$ cat config.mk
export PLATFORM = sky130hd
export DESIGN_NAME = sat_counter
export DESIGN_NICKNAME = d
export VERILOG_FILES = /design/src/rtl/lfsr_checker_sat_counter.sv
export SDC_FILE = /design/constraint.sdc
export NUM_CORES = 1
export LEC_CHECK = 0
export BUFFER_PORTS_ARGS = -buffer_cell sky130_fd_sc_hd__buf_2
export CORE_MARGIN = 1
export CORE_UTILIZATION = 45
export CTS_BUF_LIST = sky130_fd_sc_hd__clkbuf_2 sky130_fd_sc_hd__clkbuf_4 sky130_fd_sc_hd__clkbuf_8
export DETAILED_ROUTE_END_ITERATION = 8
export GPL_ROUTABILITY_DRIVEN = 0
export GPL_TIMING_DRIVEN = 0
export PLACE_DENSITY = 0.78
export SLEW_MARGIN = 5
export SYNTH_ARGS = -nofsm -noshare
export SYNTH_HDL_FRONTEND = slang
export SYNTH_SLANG_ARGS = --single-unit
$ cat constraint.sdc
create_clock -name clk -period 5.3 [get_ports clk]
set_clock_uncertainty 0.2 [all_clocks]
set_input_delay 0.795 -clock clk [delete_from_list [all_inputs] [get_ports clk]]
set_output_delay 0.795 -clock clk [all_outputs]
set_load 0.005 [all_outputs]
$ cat src/rtl/lfsr_checker_sat_counter.sv
// Up-counter that sticks at all-ones instead of wrapping; a synchronous clear
// takes priority over a simultaneous increment.
module sat_counter #(
    parameter int CNT_W = 32
) (
    input  logic             clk,
    input  logic             reset,
    input  logic             inc,
    input  logic             clr,
    output logic [CNT_W-1:0] count
);
    logic [CNT_W-1:0] count_reg;

    always_ff @(posedge clk or posedge reset) begin
        if (reset) begin
            count_reg <= '0;
        end else if (clr) begin
            count_reg <= '0;
        end else if (inc && (count_reg != {CNT_W{1'b1}})) begin
            count_reg <= count_reg + 1'b1;
        end
    end

    assign count = count_reg;
endmodule

==> run_results.csv <==
group,metric,value,unit
critical_path,r2r_slack,2.69,ns
sta,setup_ws,2.66,ns
yosys,avgSynthCellArea,9.36,um^2
global_route,antenna_found_initial,0,
detailed_routing,drt-initial-drc-count,102,
finish,n_fill_cell,354,
detailed_routing,wl,4040,um
yosys,synth-edff-count,0,
yosys,postSynthCellCount,186,
sta,fmax,0.379,GHz
sta,period_minus_slack,2.64,ns
clocking,cts_resized,0,
yosys,yosysSeqAreaShare,0.460,
detailed_routing,antenna_left,0,
finish,multiInputGateArea,886,um^2
sta,finalSetupViolCount,0,
min_path,worstHoldPathType,"reg -> reg",
yosys,synth_seq_cells,32,
finish,drive_gt1_frac,0.227,
floorplanning,die_h,64.2,um
finish,n_antenna_cell,0,
clocking,cts_tree,"done",
global_route,grt.total_usage,0.220,
sta,slew_viol_final,0,
global_route,grt_pass1_vias,1545,
sta,finalSetupTns,0,ns
power_and_ir_drop,power_density,224,nW/um^2
sta,hold_violations,0,
detailed_routing,wl_per_cell,14.6,um
clocking,cts.htree.levels,2,
place,place_ws,2.45,ns
yosys,ys.flop_type,"dfrtp_1",
critical_path,cp.arrival,2.65,ns
critical_path,cp-end-kind,"flop",
detailed_routing,drt_pre_antenna_iters,4,
job,drv_cap,0,
global_route,globalRouteOverflowTotal,0,
place,io_buffers,35,
yosys,synth_area,1740,um^2
sta,worst_pin_slew,0.803,ns
critical_path,crit_fanout,10,
critical_path,regToRegStartpoint,"count[0]",
clocking,cts_made_buffers,5,
clocking,cts_setup_buffers,0,
yosys,synth_nets,191,
clocking,cts_hold_buffers,0,
place,dp_hpwl,2780,um
critical_path,critPathLaunchType,"input port",
finish,layout.nets,233,
status,status,"complete, no violations",
sta,fin_crit_sh,0.498,
sta,slew_headroom,0.460,
finish,register_area,801,um^2
clocking,clock_latency,0.29,ns
yosys,synthArstFlopShare,1.00,
critical_path,critical_path_class,"in -> reg",
floorplanning,ios,36,
yosys,ys_types,33,
floorplanning,std_cell_rows,22,
clocking,cts_root_buffer,"clkbuf_8",
floorplanning,dieArea,4120,um^2
global_route,grt_pass1_wl,7070,um
clocking,cts_sinks,32,
finish,largest_reg_flops,32,
detailed_routing,viasPerCell,6.01,
min_path,min_path_cells,2,
clocking,clkTransAtPathRegs,0.07,ns
power_and_ir_drop,max-vdd-ir-drop,0.202,mV
clocking,cts_buffer_depth,2,
power_and_ir_drop,power_leakage,0.888,nW
detailed_routing,vias,1664,
critical_path,r2r-end,"count[21]",
yosys,yosys_warnings,0,
critical_path,worstPathRequired,5.31,ns
floorplanning,design.core.area,3690,um^2
floorplanning,start_util,0.472,
floorplanning,die-width,64.2,um
detailed_routing,drc,0,
min_path,min-delay-start,"count[7]",
finish,synthToLayoutAreaGrowth,19.3,%
global_route,grt_max_degree,33,
critical_path,rr_worst_depth,7,
min_path,whs_endpoint,"count[7]",
sta,grt_setup_unrepaired,"false",
==> where the power goes <==
part           switching [mW]  internal (mW)
Combinational          0.0129        0.00484
Sequential            0.00172          0.246
Clock                  0.0955          0.104
Total                   0.110          0.354
==> area by class of cell <==
| type | count | area share |
|---|---|---|
| Inverter | 8 | 0.0145 |
| Multi-Input combinational cell | 140 | 0.427 |
| Clock inverter | 2 | 0.00482 |
| Clock buffer | 6 | 0.0398 |
| Tap cell | 48 | 0.0289 |
| Buffer | 6 | 0.0151 |
| Sequential cell | 32 | 0.386 |
| Timing Repair Buffer | 35 | 0.0844 |
==> cell usage after synthesis, types with 2 or more instances <==
cell type,count,area [um^2]
and3_1,3,18.8
nand3_1,10,50.1
xnor2_1,2,17.5
or4_1,14,105
nor2_1,6,22.5
dfrtp_1,32,801
nor4_1,3,18.8
o31ai_1,15,113
nand4_1,6,37.5
clkbuf_1,4,15.0
inv_1,8,30.0
nand2_1,11,41.3
or3_1,12,75.1
o21ai_0,12,60.1
and4_1,4,35.0
a21oi_1,27,135
==> worst max-delay path: stages <==
cell	delay, ns
buf_2	0.12
nand4_1	0.24
nor3_1	0.40
o311ai_1	0.27
buf_2	0.25
or4_1	0.41
a21oi_1	0.16
==> cells by family after synthesis <==
group / Yosys count / synth area share
AOI/OAI and AO/OA: 61 / 0.218
muxes: 1 / 0.00575
DFF: 32 / 0.460
adders and majority gates: 1 / 0.00719
and+or+nand+nor: 74 / 0.259
buffers and inverters: 14 / 0.0352
xor gates and xnor gates: 3 / 0.0151
==> stage by stage <==
stage	power (mW)	instance area, um^2	std cells	util	hold WS, ns
after global routing	0.484	2080	277	0.563	0.404
after CTS	0.466	2070	277	0.561	0.377
after global placement	0.270	1980	269	0.536	0.360
after floorplan	0.263	1740	186	-	0.350
final	0.464	2080	277	0.563	0.380
after detailed placement	0.270	1980	269	0.536	0.365
==> worst max path at each step <==
stage	startpoint	endpoint	slack (ns)	depth (start not counted)
after floorplan	count[0]	count[20]	2.89	7
after global placement	count[0]	count[13]	2.52	6
after detailed placement	count[0]	count[13]	2.45	6
after CTS	count[0]	count[13]	2.43	6
after global routing	inc	count[19]	2.43	7
final	inc	count[21]	2.66	7
==> layout by cell type, fill, tap and decap left out, types with 2 or more instances in the layout <==
cell      synthesis  layout
a21oi_1          27      27
dfrtp_1          32      32
and4_1            4       4
nor2_1            6       6
clkbuf_8          0       6
inv_1             8       7
nand2_1          11      11
and3_1            3       3
nor4_1            3       3
nand4_1           6       6
o21ai_0          12      12
xnor2_1           2       2
clkinv_2          0       2
o31ai_1          15      15
buf_2             1      36
clkbuf_1          4       4
or3_1            12      12
nand3_1          10      10
or4_1            14      14
o41ai_2           1       2
==> metal layers <==
layer / GRT usage / vias up / part of all wire
li1: - / 810 / -
met1: 0.275 / 810 / 0.46
met2: 0.374 / 40 / 0.48
met3: 0.0571 / 4 / 0.043
met4: 0.0583 / 0 / 0.011
met5: 0 / - / 0
(Power assumes the default switching activity.)
